File: config.mk
export PLATFORM = sky130hd
export DESIGN_NAME = matmul_result_drain
export DESIGN_NICKNAME = d
export VERILOG_FILES = /design/src/rtl/matmul_result_drain.sv
export SDC_FILE = /design/constraint.sdc
export NUM_CORES = 2
export LEC_CHECK = 0
export CORE_ASPECT_RATIO = 1.4
export CORE_UTILIZATION = 30
export CTS_BUF_LIST = sky130_fd_sc_hd__clkbuf_8
export DETAILED_ROUTE_END_ITERATION = 10
export SLEW_MARGIN = 20
export SYNTH_ARGS = -nofsm -noshare
export SYNTH_HDL_FRONTEND = slang
export SYNTH_SLANG_ARGS = --single-unit
File: constraint.sdc
create_clock -name clk -period 24 [get_ports clk]
set_input_delay 4.8 -clock clk [delete_from_list [all_inputs] [get_ports clk]]
set_output_delay 4.8 -clock clk [all_outputs]
set_load 0.02 [all_outputs]
File: src/rtl/matmul_result_drain.sv
// matmul_result_drain
//
// Sits behind the 8x8 systolic matmul unit. Captures a burst of result rows
// (one per cycle while c_data_available is high) into a local row buffer,
// then drains the buffered rows one per handshake onto the vector
// register-file writeback port. Row i goes to register in_dst + i (wrapping),
// rows whose row-mask bit is clear are skipped at no cycle cost, and a new
// burst may begin on the same cycle as the final writeback of the previous one.
//
// Ports
//   clk, reset        rising-edge clock, synchronous active-high reset
//   c_data_available  a result row is present on c_data
//   c_data            result row, lane 0 in the least significant element
//   in_dst            base destination register (sampled with the first row)
//   in_lane_mask      lane write mask (sampled with the first row)
//   in_row_mask       per-row write enable (sampled with the first row)
//   wb_valid/wb_ready writeback handshake
//   wb_data           row being written
//   wb_dst            destination register id
//   wb_mask           lane mask for the write
//   busy              capturing or draining
//   done              one-cycle pulse after the last writeback of a burst
//   overflow_err      sticky: a row arrived that could not be accepted
module matmul_result_drain #(
   parameter int MAT_MUL_SIZE      = 8,
   parameter int LOG2_MAT_MUL_SIZE = 3,
   parameter int DWIDTH            = 32,
   parameter int REGIDWIDTH        = 8
) (
   input  logic                           clk,
   input  logic                           reset,
   input  logic                           c_data_available,
   input  logic [MAT_MUL_SIZE*DWIDTH-1:0] c_data,
   input  logic [REGIDWIDTH-1:0]          in_dst,
   input  logic [MAT_MUL_SIZE-1:0]        in_lane_mask,
   input  logic [MAT_MUL_SIZE-1:0]        in_row_mask,
   output logic                           wb_valid,
   input  logic                           wb_ready,
   output logic [MAT_MUL_SIZE*DWIDTH-1:0] wb_data,
   output logic [REGIDWIDTH-1:0]          wb_dst,
   output logic [MAT_MUL_SIZE-1:0]        wb_mask,
   output logic                           busy,
   output logic                           done,
   output logic                           overflow_err
);

   localparam int CW = LOG2_MAT_MUL_SIZE + 1;
   localparam int RW = MAT_MUL_SIZE * DWIDTH;
   localparam logic [CW-1:0] FULL = CW'(MAT_MUL_SIZE);

   typedef enum logic [1:0] {
      S_IDLE,
      S_CAPTURE,
      S_DRAIN
   } state_t;

   state_t                        state, state_d;
   logic [CW-1:0]                 cnt, cnt_d, cnt_after;
   logic [CW-1:0]                 rp, rp_d, nxt;
   logic                          wb_valid_d, done_d, ovf_set;
   logic                          wr_en, latch, load, bypass;
   logic [LOG2_MAT_MUL_SIZE-1:0]  wr_idx, sel;

   logic [RW-1:0]                 row_buf [MAT_MUL_SIZE];
   logic [REGIDWIDTH-1:0]         base_q;
   logic [MAT_MUL_SIZE-1:0]       lane_mask_q;
   logic [MAT_MUL_SIZE-1:0]       row_mask_q;

   // Lowest index in [start, limit) whose mask bit is set; FULL when none.
   function automatic logic [CW-1:0] next_row(input logic [MAT_MUL_SIZE-1:0] mask,
                                              input logic [CW-1:0]           start,
                                              input logic [CW-1:0]           limit);
      logic [CW-1:0] res;
      res = FULL;
      for (int i = MAT_MUL_SIZE - 1; i >= 0; i--) begin
         if (mask[i] && (CW'(i) >= start) && (CW'(i) < limit)) res = CW'(i);
      end
      return res;
   endfunction

   assign busy = (state != S_IDLE);

   // Next-state and datapath control
   always_comb begin
      state_d    = state;
      cnt_d      = cnt;
      cnt_after  = cnt;
      rp_d       = rp;
      nxt        = FULL;
      wb_valid_d = wb_valid;
      done_d     = 1'b0;
      ovf_set    = 1'b0;
      wr_en      = 1'b0;
      wr_idx     = cnt[LOG2_MAT_MUL_SIZE-1:0];
      latch      = 1'b0;
      load       = 1'b0;
      sel        = rp[LOG2_MAT_MUL_SIZE-1:0];
      bypass     = 1'b0;

      case (state)
         S_IDLE: begin
            if (c_data_available) begin
               wr_en   = 1'b1;
               wr_idx  = '0;
               latch   = 1'b1;
               cnt_d   = CW'(1);
               state_d = S_CAPTURE;
            end
         end

         S_CAPTURE: begin
            if (c_data_available) begin
               if (cnt < FULL) wr_en = 1'b1;
               else            ovf_set = 1'b1;
            end
            cnt_after = cnt + CW'(wr_en);
            cnt_d     = cnt_after;
            if (!c_data_available || (cnt_after == FULL)) begin
               nxt = next_row(row_mask_q, '0, cnt_after);
               if (nxt < FULL) begin
                  state_d    = S_DRAIN;
                  rp_d       = nxt;
                  load       = 1'b1;
                  sel        = nxt[LOG2_MAT_MUL_SIZE-1:0];
                  // The first row to drain may be the one arriving this cycle;
                  // it is not in the buffer yet, so take it straight from c_data.
                  bypass     = wr_en && (nxt == cnt);
                  wb_valid_d = 1'b1;
               end else begin
                  state_d = S_IDLE;
                  done_d  = 1'b1;
               end
            end
         end

         S_DRAIN: begin
            if (wb_ready) begin
               nxt = next_row(row_mask_q, rp + CW'(1), cnt);
               if (nxt < FULL) begin
                  rp_d    = nxt;
                  load    = 1'b1;
                  sel     = nxt[LOG2_MAT_MUL_SIZE-1:0];
                  ovf_set = c_data_available;
               end else begin
                  wb_valid_d = 1'b0;
                  done_d     = 1'b1;
                  // Final handshake: a row arriving now opens the next burst.
                  if (c_data_available) begin
                     wr_en   = 1'b1;
                     wr_idx  = '0;
                     latch   = 1'b1;
                     cnt_d   = CW'(1);
                     state_d = S_CAPTURE;
                  end else begin
                     state_d = S_IDLE;
                  end
               end
            end else begin
               ovf_set = c_data_available;
            end
         end

         default: state_d = S_IDLE;
      endcase
   end

   // Control and output registers
   always_ff @(posedge clk) begin
      if (reset) begin
         state        <= S_IDLE;
         cnt          <= '0;
         rp           <= '0;
         wb_valid     <= 1'b0;
         done         <= 1'b0;
         overflow_err <= 1'b0;
         wb_data      <= '0;
         wb_dst       <= '0;
         wb_mask      <= '0;
      end else begin
         state    <= state_d;
         cnt      <= cnt_d;
         rp       <= rp_d;
         wb_valid <= wb_valid_d;
         done     <= done_d;
         if (ovf_set) overflow_err <= 1'b1;
         if (load) begin
            wb_data <= bypass ? c_data : row_buf[sel];
            wb_dst  <= base_q + REGIDWIDTH'(sel);
            wb_mask <= lane_mask_q;
         end
      end
   end

   // Row storage and per-burst attributes (data only, no reset needed)
   always_ff @(posedge clk) begin
      if (wr_en) row_buf[wr_idx] <= c_data;
      if (latch) begin
         base_q      <= in_dst;
         lane_mask_q <= in_lane_mask;
         row_mask_q  <= in_row_mask;
      end
   end

endmodule

* Word-level counts from Yosys, hierarchy flattened *
Memories as Yosys holds them, arrays and structs flattened. A register that Yosys moved wholly into a read port is not among the register bits.
Cells that the tools add are included.

storage, ports and cells
  register bits = 53
  bits in writable memories = 2,048
  bits of input ports = 284
  output and inout port bits = 276
  memories kept = 1

memory list
  name     depth  bits a word  read ports  clocked after memory_dff  write ports  line  RTL
  row_buf  8      256          1           1                         1            64    logic [RW-1:0] row_buf [MAT_MUL_SIZE];

cells by class
  add/sub/neg operators = 3
  magnitude comparators = 27
  eq/ne operators = 9
  multiplexer cells = 75
  reductions and logical operators = 34

operators with widths
  operator                                             count
  two-way mux 4 bit                                    27
  < comparator 3 x 4 -> 1 bit (first input constant)   8
  two-way mux 1 bit                                    25
  logical AND 1 bit                                    24
  two-way mux 3 bit                                    7
  >= comparator 3 x 4 -> 1 bit (first input constant)  4
  < comparator 1 x 4 -> 1 bit (first input constant)   4
  < comparator 2 x 4 -> 1 bit (first input constant)   4
  < comparator 4 bit (second input constant)           3
  != test 2 bit (second input constant)                6
  case mux 3 bit (2 select lines)                      2
  case mux 4 bit (3 select lines)                      1
  two-way mux 2 bit                                    5
  case mux 1 bit (2 select lines)                      5
  AND reduction 5 bit                                  2
  adder 8 x 3 -> 8 bit                                 1
  >= comparator 1 x 4 -> 1 bit (first input constant)  2
  >= comparator 2 x 4 -> 1 bit (first input constant)  2
  case mux 4 bit (2 select lines)                      1
  case mux 2 bit (3 select lines)                      1
  adder 4 x 1 -> 4 bit                                 1
  adder 4 x 1 -> 4 bit (second input constant)         1
  equality test 4 bit (second input constant)          1
  AND reduction 4 bit                                  1
  9 further kinds                                      10

* Depth between registers and ports, before layout *
  depth in word-level cells = 22
  gate-level depth with buffers = 22
  gate-level depth less buffers = 19

* Least setup slack after synthesis *
OpenSTA, ideal clock, no wires.

  path type = input -> register
  start point = input wb_ready
  end point = memory row_buf[3][0] in the netlist's numbering (enable)
  library setup time = 1.186 ns
  arrival time = 23.074 ns
  required time = 22.814 ns
  setup slack = -0.260 ns
  stages on the path = 7
  path through = nand2_1 -> inv_1 -> o2111a_1 -> nor2_1 -> a211oi_1 -> nand3_1 -> nor3_1

on the way
  longest elaborated chain between the ends = 4
  elaborated cells on any way between the ends = 6
  classes of those cells = mux: 6

RTL lines
  element                                  line  RTL
  start: declaration                       38    input logic wb_ready,
  two-way mux 1 bit                        137   if (wb_ready) begin
  case mux 1 bit (3 select lines)          100   case (state)
  two-way mux 1 bit                        196   if (wr_en) row_buf[wr_idx] <= c_data;
  two-way mux 1 bit (implied by the code)  196
  end: declaration                         64

Several ways; a longest one is shown, not always the timed one.

* Worst setup path after layout *
  start point = input c_data_available
  end point = register wb_data[222], read port of row_buf

on the way
  longest elaborated chain between the ends = 19
  elaborated cells on any way between the ends = 39
  classes of those cells = add/sub: 1; order compare: 9; eq/ne: 1; mux: 18; reduce/logical: 10

RTL lines
  element                                                                                    line  RTL
  start: declaration                                                                         32    input logic c_data_available,
  two-way mux 1 bit                                                                          112   if (c_data_available) begin
  two-way mux 1 bit                                                                          100
  adder 4 x 1 -> 4 bit                                                                       116   cnt_after = cnt + CW'(wr_en);
  < comparator 3 x 4 -> 1 bit                                                                76    if (mask[i] && (CW'(i) >= start) && (CW'(i) < limit)) res = CW'(i);
  logical AND 1 bit                                                                          76
  two-way mux 4 bit (8 in series)                                                            76
  two-way mux 4 bit                                                                          118   if (!c_data_available || (cnt_after == FULL)) begin
  two-way mux 4 bit                                                                          100
  < comparator 4 bit                                                                         120   if (nxt < FULL) begin
  two-way mux 3 bit / two-way mux 1 bit (equally long branches)                              120
  two-way mux 3 bit / two-way mux 1 bit (equally long branches)                              118
  case mux 3 bit (2 select lines) / case mux 1 bit (2 select lines) (equally long branches)  100
  end: declaration                                                                           39    output logic [MAT_MUL_SIZE*DWIDTH-1:0] wb_data,

Several ways; a longest one is shown, not always the timed one. The select of a mux whose other input is x is not followed.
A chain may end at the register's enable or synchronous reset.

==> metrics.txt <==
Final Wtd Congestion=0.824; die height=657 microns; Total Routing Usage GR=0.175; DR DRC count=0; clock power share=0.340; final count of hold timing violations=0; Crit Path Class=input port to flip-flop; area delta synth->final=17.9%; post-layout min period=11.16 ns; outcome=completed; core footprint=0.305 sq mm; ys async rst share=0; CTS tree=yes; relative slew slack=0.208; IO buf count=559; Synth cell types=66; share of cells above drive strength 1=0.0883; Seq/Total Area, Yosys=0.739; Max Cap Violations=0; clk_lat worst skew=0.99 ns; Bufs on Longest Clock Path=4; most used flip-flop cell after synthesis=edfxtp_1; vias in the first global route=62266; HP Class=flip-flop to flip-flop; total grt overflow=0; Max FO, Critical Path=80; Internal=6.82 mW; H-tree levels=5; most common cell after layout, fill and taps aside=edfxtp_1; R2R depth=17; VDD IR max=0.0521 mV; initial antenna violation count=37; Setup crit end kind=flip-flop; Slew @ Worst Pin=1.19 ns; Vias/cell=5.58; Hold Path Depth=2; Num CTS Buffers=361; TritonRoute pass-1 iters=6; skew final=0.0785 ns; nets=7088; antenna viol nets, final=0; crit start category=input port; Core Util, Final=0.355; part of the cycle the worst path needs=0.465; Final setup viols=0; Detail Placement HPWL=146000 microns; Initial Utilization=0.301; EDFF count, synth=2072; Mapped Nets=6652; Die X=470 microns; largest net degree at the start of global routing=173; cell taking the most area after synthesis=edfxtp_1; Top Ports=560; Power Density=87.9 mW/mm^2; first-pass GRT wire length=413000 microns; switching share of power=0.283; P_sw=2.69 mW; Wirelength per Cell=25.4 microns; # rows=240; CTS resizes=0; initial DRC count=6045; Arr. time, crit path=12.03 ns; post-CTS setup buffers=0; CTS Root Cell=clkbuf_8; Combinational Power Share=0.170; TritonCTS sink count=2357; RSZ-0062 raised after global routing=no; Mapped Avg Cell Area=14.5 sq um; worst path required time=24.87 ns; Syn Inst Count=6354; Routed WL=282000 microns; mapped cell area=0.0919 sq mm; Max Fclk=0.0896 GHz; static leakage=35.0 nW; top cells by area, synth=edfxtp_1, dfxtp_1, a221o_1; Yosys top cell area share=0.677; Synth warnings=0; commonest non-fill, non-tap cells in the layout=edfxtp_1, clkdlybuf4s50_1, a21oi_1; number of synthesized register bits=2357; sequential power share=0.490; Die Area=0.308 sq mm; CTS Hold Bufs=0; setup TNS=0 ns; Clk pin slew, worst setup/hold paths=0.06 ns; vias=61947; Slew Limit Fails=0
cell type report:
class / count / area (sq um)
diodes: 22 / 55.1
clock buffers: 393 / 5410
clock inverters: 267 / 1530
fillers: 29118 / 197000
inverters: 20 / 90.1
multi-input cells: 3367 / 21500
flip-flops and latches: 2357 / 67900
well taps: 3993 / 5000
repair buffers: 683 / 6710
worst max-delay path, stage by stage:
cell	delay, ns
clkdlybuf4s50_1	0.53
inv_1	0.23
nor2_1	0.06
ha_1	0.24
ha_1	0.35
or2_2	0.36
a22o_1	0.19
nand2_1	0.08
o21ai_1	0.13
o21ai_1	0.37
a311o_2	0.87
buf_4	0.74
buf_4	0.83
buf_4	0.61
buf_4	0.63
o21ai_0	0.19
a21oi_1	0.19
o22ai_1	0.11
o21ai_1	0.14
cell usage after synthesis (4+ instances only):
| cell | number |
|---|---|
| a41oi_1 | 256 |
| nor2_1 | 41 |
| dfxtp_1 | 285 |
| o21ai_0 | 529 |
| a21oi_1 | 546 |
| a21o_1 | 5 |
| and2_1 | 262 |
| nand2_1 | 49 |
| buf_1 | 39 |
| buf_6 | 10 |
| a221o_1 | 513 |
| o21ai_1 | 260 |
| o21a_1 | 5 |
| clkbuf_1 | 474 |
| nand3_1 | 521 |
| buf_2 | 84 |
| edfxtp_1 | 2072 |
| or3_1 | 4 |
| ha_1 | 13 |
| a211oi_1 | 14 |
| o22ai_1 | 262 |
| inv_1 | 17 |
| xnor2_1 | 7 |
| nor3_1 | 13 |
| xor2_1 | 6 |
path summary, 6_finish.rpt:
| path | start | endpoint | slack [ns] |
|---|---|---|---|
| min | wb_dst[0] | wb_dst[0] | 0.45 |
| min reg2reg | wb_dst[0] | wb_dst[0] | 0.45 |
| max | c_data_available | wb_data[222] | 12.84 |
| max reg2reg | cnt[3] | wb_data[222] | 16.55 |
per-layer routing:
layer,vias to the layer above,GRT usage,routed length [microns]
li1,26669,-,-
met1,31623,0.213,108000
met2,3049,0.307,143000
met3,588,0.0321,22600
met4,18,0.0645,8780
met5,-,0,107
through the flow:
stage	setup WS (ns)	power (mW)	std cells	hold WS (ns)	instance area, sq um
3_5_place_dp	12.01	6.36	10420	0.445	101000
2_1_floorplan	-0.194	5.80	6354	0.471	91900
4_1_cts	13.12	9.58	11080	0.454	108000
5_1_grt	12.55	9.86	11095	0.468	108000
6_report	12.84	9.51	11102	0.453	108000
3_3_place_gp	12.13	6.34	10420	0.441	101000
power by group through the flow:
stage,sequential (mW),combinational (mW),clock [mW]
2_1_floorplan,4.81,0.997,0
3_3_place_gp,4.74,1.59,0
3_5_place_dp,4.75,1.61,0
4_1_cts,4.66,1.61,3.31
5_1_grt,4.67,1.72,3.47
6_report,4.66,1.61,3.23
sequential cells by signal, summed over array words and instances, names as in the netlist:
name / flops
state: 2
overflow_err: 1
rp: 4
wb_valid: 1
wb_mask: 8
row_buf: 2048
cnt: 4
base_q: 8
done: 1
wb_data: 256
wb_dst: 8
row_mask_q: 8
lane_mask_q: 8
logic make-up after synthesis:
logic type                 Yosys count  share of synthesized area
AOI/OAI and AO/OA                 2430                      0.177
DFF                               2357                      0.739
adders and majority gates           14                    0.00199
muxes                                3                   0.000327
xor gates and xnor gates            14                    0.00142
and+or+nand+nor                    906                     0.0522
buffers and inverters              630                     0.0278
No activity file was read; power rests on OpenSTA's default activity.
